===== config.mk =====
export PLATFORM = sky130hd
export DESIGN_NAME = faxi_burst_addr_gen
export DESIGN_NICKNAME = d
export VERILOG_FILES = /design/src/rtl/faxi_pkg.sv /design/src/rtl/faxi_next_addr.sv /design/src/rtl/faxi_burst_addr_gen.sv
export SDC_FILE = /design/constraint.sdc
export NUM_CORES = 1
export LEC_CHECK = 0
export ABC_AREA = 1
export BUFFER_PORTS_ARGS = -buffer_cell sky130_fd_sc_hd__buf_2
export CORE_MARGIN = 2
export CORE_UTILIZATION = 50
export CTS_CLUSTER_SIZE = 20
export DETAILED_ROUTE_END_ITERATION = 10
export PLACE_DENSITY = 0.69
export SYNTH_ARGS = -nofsm -noshare
export SYNTH_HDL_FRONTEND = slang
export SYNTH_SLANG_ARGS = --single-unit

===== constraint.sdc =====
create_clock -name i_clk -period 7.3 [get_ports i_clk]
set_input_delay 0.365 -clock i_clk [delete_from_list [all_inputs] [get_ports i_clk]]
set_output_delay 0.365 -clock i_clk [all_outputs]
set_load 0.005 [all_outputs]

===== src/rtl/faxi_pkg.sv =====
// Shared types and constants for the FAXI burst address generator.
package faxi_pkg;

    typedef enum logic [1:0] {
        BURST_FIXED = 2'b00,
        BURST_INCR  = 2'b01,
        BURST_RSVD  = 2'b10,
        BURST_WRAP  = 2'b11
    } burst_e;

    localparam int unsigned BOUNDARY_BITS  = 12;
    localparam int unsigned BOUNDARY_BYTES = 1 << BOUNDARY_BITS;

    typedef enum logic {
        ST_IDLE  = 1'b0,
        ST_BURST = 1'b1
    } state_e;

endpackage


===== src/rtl/faxi_next_addr.sv =====
// Combinational next-beat address and byte-lane strobe for FIXED/INCR/WRAP bursts.
module faxi_next_addr
    import faxi_pkg::*;
#(
    parameter int unsigned AW = 32,
    parameter int unsigned DW = 32
) (
    input  logic [AW-1:0]   i_addr,
    input  logic [2:0]      i_size,
    input  logic [7:0]      i_len,
    input  logic [1:0]      i_burst,
    input  logic            i_advance,
    output logic [AW-1:0]   o_addr,
    output logic [DW/8-1:0] o_strb
);
    localparam int unsigned NB = DW / 8;

    logic [AW-1:0] size_bytes;
    logic [AW-1:0] aligned;
    logic [AW-1:0] wrap_mask;
    logic [AW-1:0] nxt;
    logic [AW-1:0] lo;
    logic [AW-1:0] hi;

    // Address step for the selected burst type
    always_comb begin
        size_bytes = AW'(1) << i_size;
        aligned    = i_addr & ~(size_bytes - AW'(1));
        wrap_mask  = ((AW'(i_len) + AW'(1)) << i_size) - AW'(1);
        case (burst_e'(i_burst))
            BURST_INCR: nxt = aligned + size_bytes;
            BURST_WRAP: nxt = (i_addr & ~wrap_mask) | ((i_addr + size_bytes) & wrap_mask);
            default:    nxt = i_addr;
        endcase
        o_addr = i_advance ? nxt : i_addr;
    end

    // Lanes from the byte address up to the end of the size-aligned container
    always_comb begin
        lo = o_addr & AW'(NB - 1);
        hi = ((o_addr & ~(size_bytes - AW'(1))) & AW'(NB - 1)) + size_bytes - AW'(1);
        for (int i = 0; i < int'(NB); i++) begin
            o_strb[i] = (AW'(i) >= lo) && (AW'(i) <= hi);
        end
    end

endmodule


===== src/rtl/faxi_burst_addr_gen.sv =====
// Accepts AXI-style burst requests and emits one address/strobe beat per handshake.
module faxi_burst_addr_gen
    import faxi_pkg::*;
#(
    parameter int unsigned AW  = 32,
    parameter int unsigned DW  = 32,
    parameter int unsigned IDW = 4
) (
    input  logic              i_clk,
    input  logic              i_rst_n,
    input  logic              i_req_valid,
    output logic              o_req_ready,
    input  logic [AW-1:0]     i_req_addr,
    input  logic [7:0]        i_req_len,
    input  logic [2:0]        i_req_size,
    input  logic [1:0]        i_req_burst,
    input  logic [IDW-1:0]    i_req_id,
    output logic              o_beat_valid,
    input  logic              i_beat_ready,
    output logic [AW-1:0]     o_beat_addr,
    output logic [DW/8-1:0]   o_beat_strb,
    output logic [7:0]        o_beat_idx,
    output logic              o_beat_last,
    output logic [IDW-1:0]    o_beat_id,
    output logic              o_err
);
    localparam int unsigned NB    = DW / 8;
    localparam int unsigned MAXSZ = $clog2(NB);

    state_e            state_q, state_d;
    logic              req_ready_q, req_ready_d;
    logic              beat_valid_q, beat_valid_d;
    logic [AW-1:0]     beat_addr_q, beat_addr_d;
    logic [NB-1:0]     beat_strb_q, beat_strb_d;
    logic [7:0]        beat_idx_q, beat_idx_d;
    logic              beat_last_q, beat_last_d;
    logic [IDW-1:0]    beat_id_q, beat_id_d;
    logic              err_q, err_d;
    logic [7:0]        len_q, len_d;
    logic [2:0]        size_q, size_d;
    logic [1:0]        burst_q, burst_d;

    logic              idle;
    logic [AW-1:0]     na_addr_in;
    logic [2:0]        na_size;
    logic [7:0]        na_len;
    logic [1:0]        na_burst;
    logic [AW-1:0]     na_addr;
    logic [NB-1:0]     na_strb;

    logic [31:0]       req_bytes;
    logic [31:0]       req_low;
    logic [31:0]       req_span_end;
    logic              illegal;

    // In IDLE the helper yields the strobe of the incoming start address; in BURST the next beat
    assign idle       = (state_q == ST_IDLE);
    assign na_addr_in = idle ? i_req_addr  : beat_addr_q;
    assign na_size    = idle ? i_req_size  : size_q;
    assign na_len     = idle ? i_req_len   : len_q;
    assign na_burst   = idle ? i_req_burst : burst_q;

    faxi_next_addr #(.AW(AW), .DW(DW)) u_next_addr (
        .i_addr    (na_addr_in),
        .i_size    (na_size),
        .i_len     (na_len),
        .i_burst   (na_burst),
        .i_advance (!idle),
        .o_addr    (na_addr),
        .o_strb    (na_strb)
    );

    // Request legality, including the 4 KB crossing test on the size-aligned INCR range
    always_comb begin
        req_bytes    = 32'd1 << i_req_size;
        req_low      = 32'(i_req_addr[BOUNDARY_BITS-1:0]) & ~(req_bytes - 32'd1);
        req_span_end = req_low + ((32'(i_req_len) + 32'd1) << i_req_size);
        illegal      = 1'b0;
        if (i_req_size > 3'(MAXSZ)) illegal = 1'b1;
        case (burst_e'(i_req_burst))
            BURST_RSVD:  illegal = 1'b1;
            BURST_FIXED: if (i_req_len > 8'd15) illegal = 1'b1;
            BURST_INCR:  if (req_span_end > 32'(BOUNDARY_BYTES)) illegal = 1'b1;
            BURST_WRAP: begin
                if (!(i_req_len == 8'd1 || i_req_len == 8'd3 ||
                      i_req_len == 8'd7 || i_req_len == 8'd15)) illegal = 1'b1;
                if ((32'(i_req_addr[BOUNDARY_BITS-1:0]) & (req_bytes - 32'd1)) != 32'd0)
                    illegal = 1'b1;
            end
            default: illegal = 1'b1;
        endcase
    end

    always_comb begin
        state_d      = state_q;
        beat_valid_d = beat_valid_q;
        beat_addr_d  = beat_addr_q;
        beat_strb_d  = beat_strb_q;
        beat_idx_d   = beat_idx_q;
        beat_last_d  = beat_last_q;
        beat_id_d    = beat_id_q;
        len_d        = len_q;
        size_d       = size_q;
        burst_d      = burst_q;
        err_d        = 1'b0;

        case (state_q)
            ST_IDLE: begin
                if (i_req_valid && req_ready_q) begin
                    if (illegal) begin
                        err_d = 1'b1;
                    end else begin
                        state_d      = ST_BURST;
                        beat_valid_d = 1'b1;
                        beat_addr_d  = i_req_addr;
                        beat_strb_d  = na_strb;
                        beat_idx_d   = 8'd0;
                        beat_last_d  = (i_req_len == 8'd0);
                        beat_id_d    = i_req_id;
                        len_d        = i_req_len;
                        size_d       = i_req_size;
                        burst_d      = i_req_burst;
                    end
                end
            end
            ST_BURST: begin
                if (i_beat_ready) begin
                    if (beat_last_q) begin
                        state_d      = ST_IDLE;
                        beat_valid_d = 1'b0;
                    end else begin
                        beat_addr_d = na_addr;
                        beat_strb_d = na_strb;
                        beat_idx_d  = beat_idx_q + 8'd1;
                        beat_last_d = ((beat_idx_q + 8'd1) == len_q);
                    end
                end
            end
            default: state_d = ST_IDLE;
        endcase

        req_ready_d = (state_d == ST_IDLE);
    end

    always_ff @(posedge i_clk or negedge i_rst_n) begin
        if (!i_rst_n) begin
            state_q      <= ST_IDLE;
            req_ready_q  <= 1'b0;
            beat_valid_q <= 1'b0;
            beat_addr_q  <= '0;
            beat_strb_q  <= '0;
            beat_idx_q   <= '0;
            beat_last_q  <= 1'b0;
            beat_id_q    <= '0;
            err_q        <= 1'b0;
            len_q        <= '0;
            size_q       <= '0;
            burst_q      <= '0;
        end else begin
            state_q      <= state_d;
            req_ready_q  <= req_ready_d;
            beat_valid_q <= beat_valid_d;
            beat_addr_q  <= beat_addr_d;
            beat_strb_q  <= beat_strb_d;
            beat_idx_q   <= beat_idx_d;
            beat_last_q  <= beat_last_d;
            beat_id_q    <= beat_id_d;
            err_q        <= err_d;
            len_q        <= len_d;
            size_q       <= size_d;
            burst_q      <= burst_d;
        end
    end

    assign o_req_ready  = req_ready_q;
    assign o_beat_valid = beat_valid_q;
    assign o_beat_addr  = beat_addr_q;
    assign o_beat_strb  = beat_strb_q;
    assign o_beat_idx   = beat_idx_q;
    assign o_beat_last  = beat_last_q;
    assign o_beat_id    = beat_id_q;
    assign o_err        = err_q;

endmodule


==> impl_results.md, run 1 <==
* Clk Latency, worst-skew pair at 0.35 ns
* Crit share post-route at 82.8%
* GRT overflow at 0
* Post-synth cell types at just under 60
* Crit path launch: state_q
* DR vias at 11900
* Layout cells sized above 1 at 15.2%
* Number of global-route vias before repair at 10800
* CP max-delay cell: dfrtp_2
* Status: finished, final reports clean
* Total track usage at between 30% and 40%
* Synth area leader: nand2_1
* Slowest Stage Delay on Critical Path at around 0.92 ns
* R2R depth at 26
* CTS Root Cell: clkbuf_16
* Final Net Count at ~2000
* Hpwl dp at 30000 um
* Postcts setup bufs at 0
* Hold buffers post-CTS at 0
* Most used DFF post-synth: dfrtp_1
* Final TNS setup at 0 ns
* 1st-pass router iterations at 5
* Starting Density at approximately half
* Placer Congestion at 0.998
* Crit path max fanout at 44
* Clock tree from TritonCTS: built
* Worst path most repeated cell: o21ai_0
* Die W at 148 um
* RSZ-0062 raised after global routing: no
* Routed WL at roughly 37000 um
* Max-slew violation count at 0
* Sequential area share after synthesis at 16.0%
* PortBufs at 104
* Worst clock skew at 0.0112 ns
* Via-to-Cell Ratio at 5.60
* Ranking of synthesized cells by area: nand2_1, dfrtp_1, nand3_1
* Worst-margin pin slew at 1.04 ns
* Antenna cells at 0
* Shortest period the worst path allows at 6.04 ns
* Total Power at between 0.004 and 0.005 W
* Antenna violations before repair at 0
* Syn-to-layout area delta at 8.73%
* Cts repair resizes at 0
* Post-Synthesis Cells at 1785
* First-pass GRT wire length at 57800 um
* Critical path launch point type: flip-flop
* Full die area at 0.0218 sq mm
* Synthesis-stage register bit count at 66
* Clock buffer depth at 2
* Max cap viols at 0
* Relative slew margins at 30.2%
* Syn Nets at ~1900
* Antenna Nets Post-Route at 0
* Share of the synthesized area in the top cell type at between 20% and 30%
* Clock-pin transition on the worst setup and hold timing paths at 0.07 ns
* Post-synth EDFFs at 0
* R2r setup slk at 1.26 ns
* Endpoint class of the critical path: flip-flop
* End of the critical path: o_beat_strb[1]
* Fmax at 165 MHz
* Ys async rst share at 100%
* Core Area at 0.0202 sq mm
* Sink Count at 66
* CTS buffer count at 9
* DR iter-0 viols at 1122
* Fin. Hold Viols at 0
* Chip height at 148 um
* Maximum vdd drop at about 0.21 mV
* Cell Area, Synth at 0.0103 sq mm
* DR WL/cell at 17.3 um
* Mean area per synthesized cell at between 5 and 6 sq um
* Largest net degree at the start of global routing at 67
* Worst hold path type: in -> async
* Buf+Inv Stages, Crit Path at 5
* Critical path class: reg -> reg
* Row count at 52
* Residual DRC count at 0
* I/O pin count at 105
* Critical path depth at 26
* FF-to-FF End: o_beat_strb[1]
* FF-to-FF Start: state_q
* Worst EP required at approximately 7.5 ns
* H-tree depth at 3
* Pwr/cell area at 436 mW/mm^2
* CP arrival at between 6 and 7 ns
* Cell family with most CP delay: compound AO/OA/AOI/OAI gates
* YS warnings at 0
* Lkg Pwr at 5.96 nW
* Final Setup Violations at 0
Yosys cell counts (all sizes together) (2+ instances only):
cell,instances
a31oi,8
xnor2,3
nor3,27
clkbuf,18
clkinv,2
mux2i,3
nand2,619
nor2,193
or2,4
o21ai,119
o22ai,13
inv,234
o21a,3
nand3,192
o211ai,6
o21bai,6
fa,3
a21oi,66
nand3b,5
xor2,46
ha,47
buf,37
a21boi,4
nor4,7
dfrtp,66
nand4,44
placed cells by master (no fill, tap or decap), types with 9 or more instances in the layout:
| cell | instances |
|---|---|
| buf_2 | 104 |
| nand4_1 | 42 |
| nand3_2 | 12 |
| o22ai_1 | 13 |
| inv_1 | 207 |
| nand2_2 | 42 |
| inv_2 | 25 |
| o21ai_0 | 89 |
| a21oi_1 | 60 |
| dfrtp_1 | 65 |
| nor2_2 | 20 |
| nor3_1 | 22 |
| ha_1 | 47 |
| nor2_4 | 19 |
| nor2_1 | 153 |
| o21ai_1 | 25 |
| xor2_1 | 46 |
| clkbuf_16 | 9 |
| nand3_1 | 178 |
| nand2_1 | 572 |
worst min path at each step:
stage,start,end,slack [ns]
after global placement,o_beat_id[1],o_beat_id[1],0.46
after floorplan,i_rst_n,burst_q[0],0.07
after CTS,i_rst_n,o_beat_id[3],0.24
after global routing,i_req_id[1],o_beat_id[1],0.27
after detailed placement,o_beat_id[0],o_beat_id[0],0.46
final,i_rst_n,o_beat_id[2],0.20
worst reg2reg max path: cells and delay by family, from the launching register on:
family,cells,cell delay (ns)
AOI/OAI and AO/OA,8,1.78
and+or+nand+nor,10,1.52
DFF,1,0.92
adders and majority gates,2,0.92
buffers and inverters,5,0.64
xor gates and xnor gates,1,0.14
cells by family after synthesis:
group                      count (synthesis)  synth area share, %
DFF                                       66                 16.0
adders and majority gates                 50                 6.27
and+or+nand+nor                         1093                 48.7
AOI/OAI and AO/OA                        233                 12.8
xor gates and xnor gates                  49                 4.15
buffers and inverters                    291                 11.8
muxes                                      3                0.291
layout make-up:
class / count / area (sq um)
clock inverter: 7 / 85.1
timing repair buffer: 112 / 581
sequential: 66 / 1650
clock buffer: 9 / 225
inverter: 236 / 891
tap: 270 / 338
fill: 2125 / 9000
multi-input combinational: 1428 / 7460
flip-flops by register name, summed over array words and instances, names as in the netlist:
register,flops
o_beat_strb,4
o_beat_addr,32
state_q,1
o_beat_idx,8
o_beat_last,1
o_beat_valid,1
o_req_ready,1
burst_q,2
size_q,3
len_q,8
o_err,1
o_beat_id,4
layer usage:
metal / GRT usage, % / up-vias / share of wire (%)
li1: - / 5891 / -
met1: 48.0 / 5433 / 45
met2: 51.8 / 535 / 43
met3: 6.11 / 58 / 9.0
met4: 9.90 / 0 / 2.4
met5: 0 / - / 0
through the flow:
stage / instances / util (%) / worst slack [ns] / instance area, sq um / hold slack, ns
3_3_place_gp: 2112 / 54.0 / 1.48 / 10900 / 0.458
4_1_cts: 2128 / 55.5 / 1.33 / 11200 / 0.240
6_report: 2128 / 55.5 / 1.26 / 11200 / 0.203
5_1_grt: 2128 / 55.5 / 0.652 / 11200 / 0.271
2_1_floorplan: 1785 / - / 2.44 / 10300 / 0.0694
3_5_place_dp: 2112 / 54.0 / 1.33 / 10900 / 0.459
power breakdown:
part	leakage [nW]	switching, W	internal [W]	total [W]
Clock	0.153	0.000186	0.000271	0.000458
Combinational	5.00	0.00261	0.00111	0.00372
Sequential	0.809	0.000189	0.000537	0.000726
Power figures use the tool's default switching activity.
==> run 2: changes to the inputs <==
Settings changed: PLACE_DENSITY 0.69 to 0.72.
Clock period 7.3 ns to 5.1 ns, I/O delays scaled along.
==> impl_results.md, run 2 (synthesized netlist as in run 1, its figures left out) <==
* Relative slew margins at 36.6%
* Final TNS setup at 0 ns
* Met2 WL post-DR at 15900 um
* Critical path launch point type: flip-flop
* DR iter-0 viols at slightly below 1000
* Slowest Stage Delay on Critical Path at 0.47 ns
* Shortest period the worst path allows at 4.83 ns
* Endpoint class of the critical path: flip-flop
* Setup slack at placement at 0.0495 ns
* CTS Root Cell: clkbuf_16
* Clk Latency, worst-skew pair at 0.35 ns
* Reg area at around 0.0017 sq mm
* Final Setup Violations at 0
* Switch share at 60.7%
* Worst hold path type: in -> async
* Sequential share of power at 13.7%
* Antenna violations before repair at 0
* Pwr/cell area at 624 mW/mm^2
* Chip height at 148 um
* Routed WL at approximately 37000 um
* Max-slew violation count at 0
* Final core area utilization at 56.6%
* I/O pin count at 105
* Max FFs per register at 32
* Final setup margin at 0.273 ns
* Total track usage at 34.3%
* Max cap viols at 0
* Via-to-Cell Ratio at 5.57
* Crit path max fanout at 5
* First-pass GRT wire length at between 50000 and 60000 um
* Starting Density at 51.1%
* Worst-margin pin slew at approximately 0.94 ns
* Syn-to-layout area delta at 10.9%
* Final Net Count at between 1500 and 2000
* Status: finished, final reports clean
* Fin. Hold Viols at 0
* Fmax at about 210 MHz
* FF-to-FF Start: state_q
* DR top layer: met4
* # fillers at 2086
* CP arrival at between 5 and 6 ns
* Number of global-route vias before repair at between 10000 and 15000
* Worst path most repeated cell: nand2_1
* Hold buffers post-CTS at 0
* R2R depth at 29
* Lkg Pwr at roughly 6 nW
* Placer Congestion at 1.02
* Switch Pwr at 0.00434 W
* Logic pwr share at 77.8%
* Residual DRC count at 0
* 1st-pass router iterations at 8
* Crit share post-route at 94.7%
* R2r setup slk at roughly 0.27 ns
* Most frequent cells in the layout: nand2_1, inv_1, nand3_1
* CTS buffer count at 9
* Clock tree from TritonCTS: built
* Maximum vdd drop at between 0.3 and 0.4 mV
* Multi-input logic area at 0.00753 sq mm
* DR vias at 12000
* Layout cells sized above 1 at 16.8%
* Largest net degree at the start of global routing at 67
* PortBufs at ~100
* Clock buffer depth at 2
* Crit path launch: state_q
* FF-to-FF End: o_beat_strb[1]
* Core Area at 0.0202 sq mm
* Most common cell after layout, fill and taps aside: nand2_1
* Worst EP required at 5.34 ns
* Sink Count at between 60 and 70
* CP max-delay cell: fa_1
* Total internal power at 0.00281 W
* M1 WL at approximately 17000 um
* GRT overflow at 0
* Met3 WL at 3280 um
* Clock-pin transition on the worst setup and hold timing paths at 0.07 ns
* Antenna Nets Post-Route at 0
* Clock power share at 8.4%
* Full die area at 0.0218 sq mm
* Min Hold Slack at 0.104 ns
* DR WL/cell at 17.3 um
* Critical path class: reg -> reg
* End of the critical path: o_beat_strb[1]
* H-tree depth at 3
* Antenna cells at 0
* Worst clock skew at ~0.010 ns
* Die W at 148 um
* Hpwl dp at slightly above 30000 um
* Row count at between 50 and 60
-- run 2: cell types whose count changed in the layout (fill, tap and decap cells not counted), sizes merged --
cell	before	now
bufinv	1	0
clkbuf	9	10
buf	112	136
clkinv	4	3
clkinvlp	0	2
-- run 2: worst min-delay path by stage --
stage / end / slack, ns / cells past startpoint
finish: o_beat_id[1] / 0.10 / 2
global route: o_beat_id[3] / 0.15 / 3
CTS: o_beat_id[1] / 0.13 / 2
detailed placement: o_beat_id[3] / 0.46 / 2
global placement: o_beat_id[2] / 0.45 / 2
floorplan: burst_q[0] / -0.04 / 0
-- run 2: power groups by stage --
| stage | clock network [W] | logic, W | registers, W |
|---|---|---|---|
| after floorplan | 0 | 0.00390 | 0.000958 |
| after global placement | 0 | 0.00527 | 0.000990 |
| after detailed placement | 0 | 0.00531 | 0.000991 |
| after CTS | 0.000614 | 0.00534 | 0.000986 |
| after global routing | 0.000634 | 0.00618 | 0.00101 |
| final | 0.000604 | 0.00556 | 0.000982 |
-- run 2: area by class of cell --
type,instances,share of cell area [%]
clock inverter,7,0.513
multi-input combinational,1428,65.7
sequential,66,14.4
tap,270,2.95
clock buffer,9,1.97
inverter,236,7.77
timing repair buffer,137,6.70
-- run 2: worst max-delay path, delay by kind of cell, from the launching register on --
family	cells	cell delay, ns
compound gates	8	0.96
xor+xnor	1	0.14
fa+ha+maj	4	1.27
buf+inv	5	0.50
flops	1	0.43
simple gates	11	1.43
-- run 2: metal layers --
layer	GRT usage, %	vias to the layer above
met4	7.93	0
met5	0	-
li1	-	5956
met2	52.7	495
met1	49.2	5486
met3	7.31	53
-- run 2: through the flow --
| step | cell area (sq um) | cells | power [W] |
|---|---|---|---|
| 6_report | 11500 | 2153 | 0.00715 |
| 5_1_grt | 11500 | 2153 | 0.00783 |
| 3_5_place_dp | 11100 | 2132 | 0.00630 |
| 4_1_cts | 11400 | 2148 | 0.00694 |
| 3_3_place_gp | 11100 | 2132 | 0.00626 |
| 2_1_floorplan | 10300 | 1785 | 0.00486 |
-- run 2: timing repair --
item	4_1_cts	5_1_grt
resized for setup	0	18
setup endpoints to repair	0	3
hold endpoints to repair	0	0
buffers inserted	0	5
